==> config.mk <==
export PLATFORM = sky130hd
export DESIGN_NAME = sdram_access_bridge
export DESIGN_NICKNAME = d
export VERILOG_FILES = /design/src/rtl/sdram_access_bridge_pkg.sv /design/src/rtl/sdram_access_bridge_sync_fifo.sv /design/src/rtl/sdram_access_bridge.sv
export SDC_FILE = /design/constraint.sdc
export NUM_CORES = 1
export LEC_CHECK = 0
export BUFFER_PORTS_ARGS = -buffer_cell sky130_fd_sc_hd__buf_2
export CORE_MARGIN = 2
export CORE_UTILIZATION = 50
export CTS_CLUSTER_DIAMETER = 60
export DETAILED_ROUTE_END_ITERATION = 10
export PLACE_DENSITY = 0.75
export SYNTH_ARGS = -nofsm -noshare
export SYNTH_HDL_FRONTEND = slang
export SYNTH_SLANG_ARGS = --single-unit
==> constraint.sdc <==
create_clock -name clk_i -period 5 [get_ports clk_i]
set_input_delay 0.75 -clock clk_i [delete_from_list [all_inputs] [get_ports clk_i]]
set_output_delay 0.75 -clock clk_i [all_outputs]
set_load 0.005 [all_outputs]
==> src/rtl/sdram_access_bridge_pkg.sv <==
// rtl/sdram_access_bridge_pkg.sv - shared widths and FSM encoding for the SDRAM access bridge
package sdram_access_bridge_pkg;

  localparam int DEF_W          = 16;
  localparam int DEF_ADDR_W     = 25;
  localparam int DEF_DEPTH_LOG2 = 3;

  typedef enum logic [1:0] {
    ST_IDLE      = 2'd0,
    ST_WRITE     = 2'd1,
    ST_READ_CMD  = 2'd2,
    ST_READ_WAIT = 2'd3
  } state_e;

endpackage

==> src/rtl/sdram_access_bridge_sync_fifo.sv <==
// rtl/sdram_access_bridge_sync_fifo.sv - write-command FIFO with head and next-entry views
import sdram_access_bridge_pkg::*;

module sdram_access_bridge_sync_fifo #(
  parameter int WIDTH      = DEF_ADDR_W + DEF_W,
  parameter int DEPTH_LOG2 = DEF_DEPTH_LOG2
) (
  input  logic                  clk_i,
  input  logic                  rst_i,
  input  logic                  push_i,
  input  logic [WIDTH-1:0]      data_i,
  input  logic                  pop_i,
  output logic                  full_o,
  output logic                  empty_o,
  output logic [DEPTH_LOG2:0]   count_o,
  output logic [WIDTH-1:0]      head_o,
  output logic [WIDTH-1:0]      next_o
);

  localparam int DEPTH = 2 ** DEPTH_LOG2;
  localparam logic [DEPTH_LOG2-1:0] PTR_ONE = 1;
  localparam logic [DEPTH_LOG2:0]   CNT_ONE = 1;

  logic [WIDTH-1:0]      mem_q [DEPTH];
  logic [DEPTH_LOG2-1:0] wr_ptr_q, rd_ptr_q;
  logic [DEPTH_LOG2:0]   count_q;
  logic                  do_push, do_pop;

  assign full_o  = count_q[DEPTH_LOG2];
  assign empty_o = (count_q == '0);
  assign count_o = count_q;
  assign head_o  = mem_q[rd_ptr_q];
  assign next_o  = mem_q[rd_ptr_q + PTR_ONE];

  // Full is judged on the registered count, so a same-cycle pop never rescues a push.
  assign do_push = push_i && !full_o;
  assign do_pop  = pop_i && !empty_o;

  always_ff @(posedge clk_i) begin
    if (do_push) mem_q[wr_ptr_q] <= data_i;
  end

  always_ff @(posedge clk_i) begin
    if (rst_i) begin
      wr_ptr_q <= '0;
      rd_ptr_q <= '0;
      count_q  <= '0;
    end else begin
      if (do_push) wr_ptr_q <= wr_ptr_q + PTR_ONE;
      if (do_pop)  rd_ptr_q <= rd_ptr_q + PTR_ONE;
      case ({do_push, do_pop})
        2'b10:   count_q <= count_q + CNT_ONE;
        2'b01:   count_q <= count_q - CNT_ONE;
        default: count_q <= count_q;
      endcase
    end
  end

endmodule

==> src/rtl/sdram_access_bridge.sv <==
// rtl/sdram_access_bridge.sv - buffers write strobes and serialises reads onto an Avalon-MM master
module sdram_access_bridge
  import sdram_access_bridge_pkg::*;
#(
  parameter int W          = DEF_W,
  parameter int ADDR_W     = DEF_ADDR_W,
  parameter int DEPTH_LOG2 = DEF_DEPTH_LOG2
) (
  input  logic              clk_i,
  input  logic              rst_i,
  input  logic              write_i,
  input  logic [ADDR_W-1:0] writeaddress_i,
  input  logic [W-1:0]      writedata_i,
  input  logic              read_i,
  input  logic [ADDR_W-1:0] readaddress_i,
  output logic [W-1:0]      readdata_o,
  output logic              readdata_valid_o,
  output logic              rd_busy_o,
  output logic              fifo_full_o,
  output logic              overflow_o,
  output logic              idle_o,
  output logic [ADDR_W-1:0] avm_address_o,
  output logic              avm_write_o,
  output logic [W-1:0]      avm_writedata_o,
  output logic              avm_read_o,
  input  logic [W-1:0]      avm_readdata_i,
  input  logic              avm_readdatavalid_i,
  input  logic              avm_waitrequest_i
);

  localparam logic [DEPTH_LOG2:0] CNT_ONE = 1;

  state_e                state_q, state_d;
  logic [ADDR_W+W-1:0]   fifo_head, fifo_next;
  logic [DEPTH_LOG2:0]   fifo_count;
  logic                  fifo_full, fifo_empty, fifo_pop;
  logic                  rd_busy_q, rd_done;
  logic [ADDR_W-1:0]     rd_addr_q;
  logic [ADDR_W-1:0]     avm_address_q, avm_address_d;
  logic [W-1:0]          avm_writedata_q, avm_writedata_d;
  logic                  avm_write_q, avm_write_d, avm_read_q, avm_read_d;
  logic [W-1:0]          readdata_q, readdata_d;
  logic                  readdata_valid_q, readdata_valid_d;
  logic                  overflow_q;

  sdram_access_bridge_sync_fifo #(
    .WIDTH      (ADDR_W + W),
    .DEPTH_LOG2 (DEPTH_LOG2)
  ) u_fifo (
    .clk_i   (clk_i),
    .rst_i   (rst_i),
    .push_i  (write_i),
    .data_i  ({writeaddress_i, writedata_i}),
    .pop_i   (fifo_pop),
    .full_o  (fifo_full),
    .empty_o (fifo_empty),
    .count_o (fifo_count),
    .head_o  (fifo_head),
    .next_o  (fifo_next)
  );

  always_ff @(posedge clk_i) begin
    if (rst_i) state_q <= ST_IDLE;
    else       state_q <= state_d;
  end

  always_comb begin
    state_d = state_q;
    case (state_q)
      ST_IDLE: begin
        if (!fifo_empty)    state_d = ST_WRITE;
        else if (rd_busy_q) state_d = ST_READ_CMD;
      end
      ST_WRITE: begin
        if (!avm_waitrequest_i && !(fifo_count > CNT_ONE)) state_d = ST_IDLE;
      end
      ST_READ_CMD: begin
        if (!avm_waitrequest_i) state_d = avm_readdatavalid_i ? ST_IDLE : ST_READ_WAIT;
      end
      ST_READ_WAIT: begin
        if (avm_readdatavalid_i) state_d = ST_IDLE;
      end
      default: state_d = ST_IDLE;
    endcase
  end

  always_comb begin
    avm_address_d    = avm_address_q;
    avm_writedata_d  = avm_writedata_q;
    avm_write_d      = avm_write_q;
    avm_read_d       = avm_read_q;
    readdata_d       = readdata_q;
    readdata_valid_d = 1'b0;
    fifo_pop         = 1'b0;
    rd_done          = 1'b0;
    case (state_q)
      ST_IDLE: begin
        if (!fifo_empty) begin
          {avm_address_d, avm_writedata_d} = fifo_head;
          avm_write_d = 1'b1;
        end else if (rd_busy_q) begin
          avm_address_d = rd_addr_q;
          avm_read_d    = 1'b1;
        end
      end
      ST_WRITE: begin
        // Head stays in the FIFO until accepted; the next entry is preloaded for a gapless burst.
        if (!avm_waitrequest_i) begin
          fifo_pop = 1'b1;
          if (fifo_count > CNT_ONE) {avm_address_d, avm_writedata_d} = fifo_next;
          else                      avm_write_d = 1'b0;
        end
      end
      ST_READ_CMD: begin
        if (!avm_waitrequest_i) begin
          avm_read_d = 1'b0;
          if (avm_readdatavalid_i) begin
            readdata_d       = avm_readdata_i;
            readdata_valid_d = 1'b1;
            rd_done          = 1'b1;
          end
        end
      end
      ST_READ_WAIT: begin
        if (avm_readdatavalid_i) begin
          readdata_d       = avm_readdata_i;
          readdata_valid_d = 1'b1;
          rd_done          = 1'b1;
        end
      end
      default: ;
    endcase
  end

  always_ff @(posedge clk_i) begin
    if (rst_i) begin
      avm_address_q    <= '0;
      avm_writedata_q  <= '0;
      avm_write_q      <= 1'b0;
      avm_read_q       <= 1'b0;
      readdata_q       <= '0;
      readdata_valid_q <= 1'b0;
      overflow_q       <= 1'b0;
      rd_busy_q        <= 1'b0;
      rd_addr_q        <= '0;
    end else begin
      avm_address_q    <= avm_address_d;
      avm_writedata_q  <= avm_writedata_d;
      avm_write_q      <= avm_write_d;
      avm_read_q       <= avm_read_d;
      readdata_q       <= readdata_d;
      readdata_valid_q <= readdata_valid_d;
      if (write_i && fifo_full) overflow_q <= 1'b1;
      if (rd_done) begin
        rd_busy_q <= 1'b0;
      end else if (read_i && !rd_busy_q) begin
        rd_busy_q <= 1'b1;
        rd_addr_q <= readaddress_i;
      end
    end
  end

  assign avm_address_o    = avm_address_q;
  assign avm_writedata_o  = avm_writedata_q;
  assign avm_write_o      = avm_write_q;
  assign avm_read_o       = avm_read_q;
  assign readdata_o       = readdata_q;
  assign readdata_valid_o = readdata_valid_q;
  assign rd_busy_o        = rd_busy_q;
  assign fifo_full_o      = fifo_full;
  assign overflow_o       = overflow_q;
  assign idle_o           = (state_q == ST_IDLE) && fifo_empty && !rd_busy_q;

endmodule

==> impl_results.md, run 1 <==
- H-tree lvl count: 2
- XOR/XNOR share of the synthesized area: 0.316%
- RSZ-0062 raised after global routing: false
- Largest net degree at the start of global routing: 73
- Simple-gate share of the synthesized area: 4.37%
- Design area: 22,300 sq um
- Crit path capture: idle_o
- Critical path class: reg2out
- Drt drc: 0
- Chip Height: 201 microns
- Post-layout minimum cycle time: 3.11 ns
- Number of flops mapped to enable cells by yosys: 328
- Final Setup Violations: 0
- CP Max Fanout: 27
- Synth top area share: 50.8%
- Grt total ovfl: 0
- Ys Warns: 0
- WL/cell: 24.8 microns
- Post-synth cell types: 47
- Final ANT Viol Nets: 0
- GPL Wtd Cong: 0.806
- Initial drt markers: 1,129
- Nets: 1,456
- Cell Area, Placed: 20,700 sq um
- Syn Nets: 1,321
- # IOs: 152
- Worst path depth: 6
- Synth-to-Final Area Change: 15.4%
- Sequential-to-total area share from yosys stat: 61.4%
- Cell Area, Synth: 19,400 sq um
- Overall Global Routing Usage: 23.6%
- Syn Inst Count: 1,227
- R2r endpoint: avm_writedata_o[9]$_SDFFE_PP0P_
- Number of global-route vias before repair: 12,262
- Max cap viols: 0
- Overall routed net length: 47,600 microns
- R2R Setup Slk: 1.90 ns
- Leakage power figure: 7.43 nW
- Crit-path cells: inv_1 -> ha_1 -> or3b_1 -> buf_4 -> nor4_1 -> buf_2
- Post-CTS resize count: 0
- Mux contribution to synthesized area: 20.5%
- Area leader, netlist: edfxtp_1
- Die area: 40,300 sq um
- CP Launch Type: register
- Layout cell share with drive strength beyond 1: 39.5%
- Routed vias/inst: 6.21
- Clock-pin slew on the worst setup and hold paths: 0.06 ns
- Worst slack, placed: 1.85 ns
- Worst-Margin Slew: 1.20 ns
- Ys async rst share: 0%
- CTS buffer count: 45
- Skew-Pair Late Insertion Delay: 0.56 ns
- Fin. max-slew vios: 0
- Postcts setup bufs: 0
- Setup WS post-layout: 1.89 ns
- Slowest cell on the critical path: or3b_1
- Initial Util: 50.4%
- Initial antenna violation count: 4
- Clock Sinks: 430
- Max Fclk: 321 MHz
- Mean Syn Cell Area: 15.8 sq um
- Setup crit start: u_fifo.count_o[1]$_SDFFE_PP0P_
- PwrDens: 453 nW/um^2
- Clock root cell: clkbuf_16
- Reg2reg path depth: 5
- HPWL after DPL: 27,400 microns
- Final cycle utilization of the critical path: 62.3%
- Status: finished, final reports clean
- Worst slew margin: 19.6%
- CP Capture Type: primary output
- Worst vdd ir: 355 uV
- Row cnt: 72
- Arrival time at the worst endpoint: 2.36 ns
- Slowest stage delay, CP: 0.41 ns
- Final hold vios: 0
- First-pass GRT wire length: 72,600 microns
- Clk_skew: 0.0145 ns
- Maximum clock path buffer count: 3
- Worst path required time: 4.25 ns
- Synth top area cells: edfxtp_1 (51%), mux4_2 (13%), dfxtp_1 (11%), mux2_2 (4.7%), a21oi_1 (2.6%)
- Dominant synthesized flop cell: edfxtp_1
- Die width: 201 microns
- CTS tree: built
- Delay-heaviest family, CP: simple AND/OR/NAND/NOR gates
- RR Startpoint: u_fifo.rd_ptr_q[0]$_SDFFE_PP0P_
- Compound-Gate Fraction of Synth Area: 10.0%
- Buf/Inv on CP: 3
- Via count: 11,926
- Pre-Repair DR Iteration Count: 6
- Register bit total from synthesis: 430
- Post-Synth Adder-Cell Area: 0.388%
- Cts hold-fix bufs: 0
- Placeable Area: 38,500 sq um
- Largest family of logic cells by synthesized area: multiplexers
- PortBufs: 151
- HP Class: in2reg
- Total power: 0.0101 W
- Setup_tns: 0 ns
## cell usage in the layout (no fill, tap or decap), types with 3 or more instances in the layout
cell / count
nor2b_1: 5
nand2b_1: 3
xor2_1: 5
buf_2: 150
a21oi_1: 101
mux2_1: 15
bufinv_16: 10
inv_1: 4
clkbuf_8: 3
buf_12: 6
dfxtp_1: 99
mux2_2: 80
clkbuf_16: 48
mux4_2: 114
nor3_1: 6
edfxtp_1: 328
clkinvlp_4: 7
o21ai_0: 15
clkinv_2: 8
a211oi_2: 25
o21ai_1: 14
a221oi_2: 25
nand2_1: 107
clkbuf_1: 3
nor2_4: 7
a311oi_1: 16
nor2_1: 60
a22oi_1: 16
diode_2: 3
a222oi_1: 25
ha_1: 5
buf_4: 29
mux2_4: 21
## worst min-delay path by stage
stage,startpoint,cells past startpoint,end,slack [ns]
5_1_grt,readaddress_i[1],3,rd_addr_q[1]$_SDFFE_PP0P_,0.43
3_5_place_dp,readdata_o[4]$_SDFFE_PP0P_,2,readdata_o[4]$_SDFFE_PP0P_,0.44
6_report,readaddress_i[15],3,rd_addr_q[15]$_SDFFE_PP0P_,0.43
3_3_place_gp,readdata_o[7]$_SDFFE_PP0P_,2,readdata_o[7]$_SDFFE_PP0P_,0.44
2_1_floorplan,rd_addr_q[0]$_SDFFE_PP0P_,2,rd_addr_q[0]$_SDFFE_PP0P_,0.43
4_1_cts,readaddress_i[15],3,rd_addr_q[15]$_SDFFE_PP0P_,0.41
## power breakdown
group / leakage [nW] / total [W] / internal [W] / switching [W]
Clock: 0.809 / 0.00371 / 0.00232 / 0.00139
Sequential: 3.82 / 0.00433 / 0.00409 / 0.000236
Combinational: 2.80 / 0.00209 / 0.000904 / 0.00119
Total: 7.43 / 0.0101 / 0.00732 / 0.00281
## metal layers
metal / global-route usage, % / vias to the layer above / part of all wire, %
met1: 30.9 / 6063 / 39
met2: 39.9 / 554 / 50
li1: - / 5205 / -
met5: 0 / - / 0.053
met3: 4.03 / 100 / 7.9
met4: 8.60 / 4 / 2.8
## registers in the layout, indices dropped and copies added (netlist names), named ones only
name              cells
rd_busy_o             1
avm_read_o            1
overflow_o            1
avm_address_o        25
u_fifo.mem_q        328
readdata_o           16
u_fifo.wr_ptr_q       3
rd_addr_q            25
avm_writedata_o      16
u_fifo.count_o        4
readdata_valid_o      1
avm_write_o           1
state_q               2
u_fifo.rd_ptr_q       3
## kinds of logic (layout without fill, tap and decap cells)
| family | after synthesis | count (layout) |
|---|---|---|
| compound gates | 247 | 247 |
| xor+xnor | 7 | 7 |
| fa+ha+maj | 6 | 6 |
| buf+inv | 102 | 274 |
| flops | 430 | 430 |
| mux | 232 | 232 |
| other cells | 0 | 3 |
| simple gates | 203 | 203 |
## Yosys cell counts (2+ instances only)
cell	instances
a211oi_2	26
nor3b_2	2
clkbuf_1	29
and2_1	2
xnor2_1	2
nand2_1	107
buf_6	13
o21ai_0	15
xor2_1	5
a21oi_2	2
dfxtp_1	102
nand2b_1	4
nor2_1	66
buf_2	39
a311oi_1	16
a211oi_1	2
ha_1	6
mux2i_1	2
mux2_2	80
mux2_4	21
edfxtp_1	328
nor3_1	8
mux2_1	15
a221oi_2	25
o21ai_1	14
a22oi_1	16
inv_1	4
a21oi_1	101
mux4_2	114
a222oi_1	25
nor2b_1	6
buf_4	15
## cell type report
type	count	area (sq um)
fill	2879	16100
sequential	430	11900
multi-input combinational	695	7000
clock buffer	56	1270
timing repair buffer	185	1090
tap	518	648
clock inverter	28	414
inverter	5	18.8
antenna	3	7.51
## stage by stage
step,util [%],std cells,hold slack (ns)
2_1_floorplan,-,1227,0.433
3_3_place_gp,53.7,1833,0.439
3_5_place_dp,53.7,1833,0.443
4_1_cts,58.1,1917,0.415
5_1_grt,58.1,1918,0.427
6_report,58.1,1920,0.431
## tightest hold or removal path: stages
cell and delay [ns]:
buf_2 0.10, nand2_1 0.05, a21oi_1 0.05
No activity file was read; power rests on OpenSTA's default activity.
==> inputs of run 2 (changes only) <==
Settings changed: ABC_AREA from default to 1.
Clock period 5 ns to 2.9 ns, I/O delays scaled along.
==> impl_results.md, run 2 <==
- Status: finished, final reports clean
- FILL cells: 3,516
- Syn Nets: 2,650
- Worst slew margin: 26.1%
- RSZ-0062 raised after global routing: false
- Largest net degree at the start of global routing: 117
- CP Capture Type: primary output
- Via count: 18,346
- Ys Warns: 0
- Placed Instances: 3,126
- First-pass GRT wire length: 94,400 microns
- Worst path required time: 2.47 ns
- Overall routed net length: 60,700 microns
- Postcts setup bufs: 0
- Sw Ratio: 34.6%
- Chip Height: 210 microns
- CTS buffer count: 46
- Overall Global Routing Usage: 27.2%
- Final Setup Violations: 0
- Skew-Pair Late Insertion Delay: 0.57 ns
- Slowest stage delay, CP: 0.36 ns
- Slowest cell on the critical path: dfxtp_1
- Number of global-route vias before repair: 18,302
- WL/cell: 18.9 microns
- Most common cell in the synthesized netlist: nand2_1
- Grt total ovfl: 0
- Crit-path cells: inv_1 -> ha_1 -> nand2_2 -> nor2_4 -> nand2_4 -> inv_1 -> buf_2
- Buf/Inv on CP: 3
- Pre-Repair DR Iteration Count: 7
- Critical path class: reg2out
- Dominant synthesized flop cell: edfxtp_1
- Int Power: 0.0120 W
- Initial Util: 50.7%
- Cts hold-fix bufs: 0
- H-tree lvl count: 2
- HPWL after DPL: 35,600 microns
- Clock Sinks: 430
- Clock root cell: clkbuf_16
- Clk_skew: 0.0197 ns
- Design area: 24,000 sq um
- Die area: 44,200 sq um
- Synth top area cells: edfxtp_1 (46%), nand2_1 (13%), nand3_1 (12%), dfxtp_1 (9.6%), inv_1 (5.5%)
- Crit-path most repeated cell: inv_1
- Setup WS post-layout: 0.430 ns
- Final hold vios: 0
- Worst slack, placed: 0.580 ns
- PwrDens: 767 nW/um^2
- Clk pwr share: 31.4%
- Post-layout minimum cycle time: 2.47 ns
- Hold slack: 0.0534 ns
- Arrival time at the worst endpoint: 2.04 ns
- GPL Wtd Cong: 0.835
- Row cnt: 75
- Layout cell share with drive strength beyond 1: 11.3%
- Number of flops mapped to enable cells by yosys: 328
- Net Sw Power: 0.00635 W
- Maximum clock path buffer count: 3
- Mean Syn Cell Area: 8.32 sq um
- Drt drc: 0
- PortBufs: 151
- Max cap viols: 0
- Worst vdd ir: 510 uV
- Clock-pin slew on the worst setup and hold paths: 0.06 ns
- Ys async rst share: 0%
- Largest register FFs: 328
- Max Fclk: 405 MHz
- Initial antenna violation count: 5
- Final cycle utilization of the critical path: 85.2%
- Placeable Area: 41,900 sq um
- Setup crit start: u_fifo.count_o[1]$_SDFFE_PP0P_
- Top reg by flops: u_fifo.mem_q
- Core Util, Final: 57.1%
- Most frequent cells in the layout: nand2_1 (758), nand3_1 (490), edfxtp_1 (328)
- CTS tree: built
- Leakage power figure: 10.4 nW
- # IOs: 152
- Delay-heaviest family, CP: simple AND/OR/NAND/NOR gates
- Sequential-to-total area share from yosys stat: 55.9%
- Post-CTS resize count: 0
- HP Class: in2reg
- Cell Area, Synth: 21,300 sq um
- Hold Path Origin: avm_readdata_i[11]
- RR Startpoint: u_fifo.count_o[1]$_SDFFE_PP0P_
- Cell Area, Placed: 22,500 sq um
- Synth top area share: 46.3%
- Post-synth cell types: 32
- Worst-Margin Slew: 1.11 ns
- Area leader, netlist: edfxtp_1
- Commonest non-fill, non-tap cell in the layout: nand2_1
- Seq pwr share: 40.0%
- Routed vias/inst: 5.71
- Syn Inst Count: 2,556
- Fin. max-slew vios: 0
- Synth-to-Final Area Change: 12.7%
- Register bit total from synthesis: 430
- Final ANT Viol Nets: 0
- Comb pwr share: 28.6%
- Layout Cells excl Fill: 3,214
- Nets: 2,729
- Die width: 210 microns
- CP Launch Type: register
- Initial drt markers: 2,243
- Commonest cells in the netlist: nand2_1 (758), nand3_1 (490), edfxtp_1 (328)
- CP Max Fanout: 22
-- run 2: metrics by stage --
stage / power [W] / setup TNS (ns)
floorplan: 0.0109 / -2.71
global placement: 0.0125 / 0
detailed placement: 0.0126 / 0
CTS: 0.0183 / 0
global route: 0.0192 / 0
finish: 0.0184 / 0
-- run 2: cells by family after synthesis --
family,after synthesis,share of synthesized area (%)
XOR/XNOR,3,0.124
adder cells (fa/ha/maj),6,0.353
AO/OA/AOI/OAI,232,5.88
flip-flops,430,55.9
buffers and inverters,504,10.1
AND/OR/NAND/NOR,1381,27.6
-- run 2: worst paths after layout --
kind / cells after the start / to / slack [ns]
max: 7 / idle_o / 0.43
min: 3 / readdata_o[11]$_SDFFE_PP0P_ / 0.05
max reg2reg: 11 / u_fifo.count_o[3]$_SDFFE_PP0P_ / 0.51
min reg2reg: 2 / readdata_o[11]$_SDFFE_PP0P_ / 0.47
-- run 2: power by group through the flow --
stage | sequential [W] | clock, W | combinational (W)
after floorplan | 0.00742 | 0 | 0.00351
after global placement | 0.00746 | 0 | 0.00500
after detailed placement | 0.00747 | 0 | 0.00514
after CTS | 0.00734 | 0.00582 | 0.00518
after global routing | 0.00739 | 0.00606 | 0.00577
final | 0.00734 | 0.00577 | 0.00525
-- run 2: area by class of cell --
class / instances / area [sq um] / share of cell area (%)
inverter: 342 / 1290 / 5.37
tap: 539 / 674 / 2.82
clock buffer: 65 / 1320 / 5.51
clock inverter: 21 / 158 / 0.658
multi-input combinational: 1622 / 7310 / 30.5
antenna: 2 / 5.00 / 0.0209
timing repair buffer: 193 / 1300 / 5.41
sequential: 430 / 11900 / 49.7
-- run 2: worst register-to-register path, delay by kind of cell, from the launching register on --
kind | cells | cell delay (ns)
DFF | 1 | 0.41
adders and majority gates | 2 | 0.52
buffers and inverters | 2 | 0.26
AOI/OAI and AO/OA | 2 | 0.21
and+or+nand+nor | 5 | 0.92
-- run 2: per-layer routing --
metal	share of wire [%]	global-route usage, %	vias to the layer above	routed length [microns]
li1	-	-	8510	-
met1	36	31.8	8507	22100
met2	48	46.7	1061	29200
met3	9.5	4.41	262	5790
met4	5.9	17.3	6	3610
met5	0.066	0	-	40
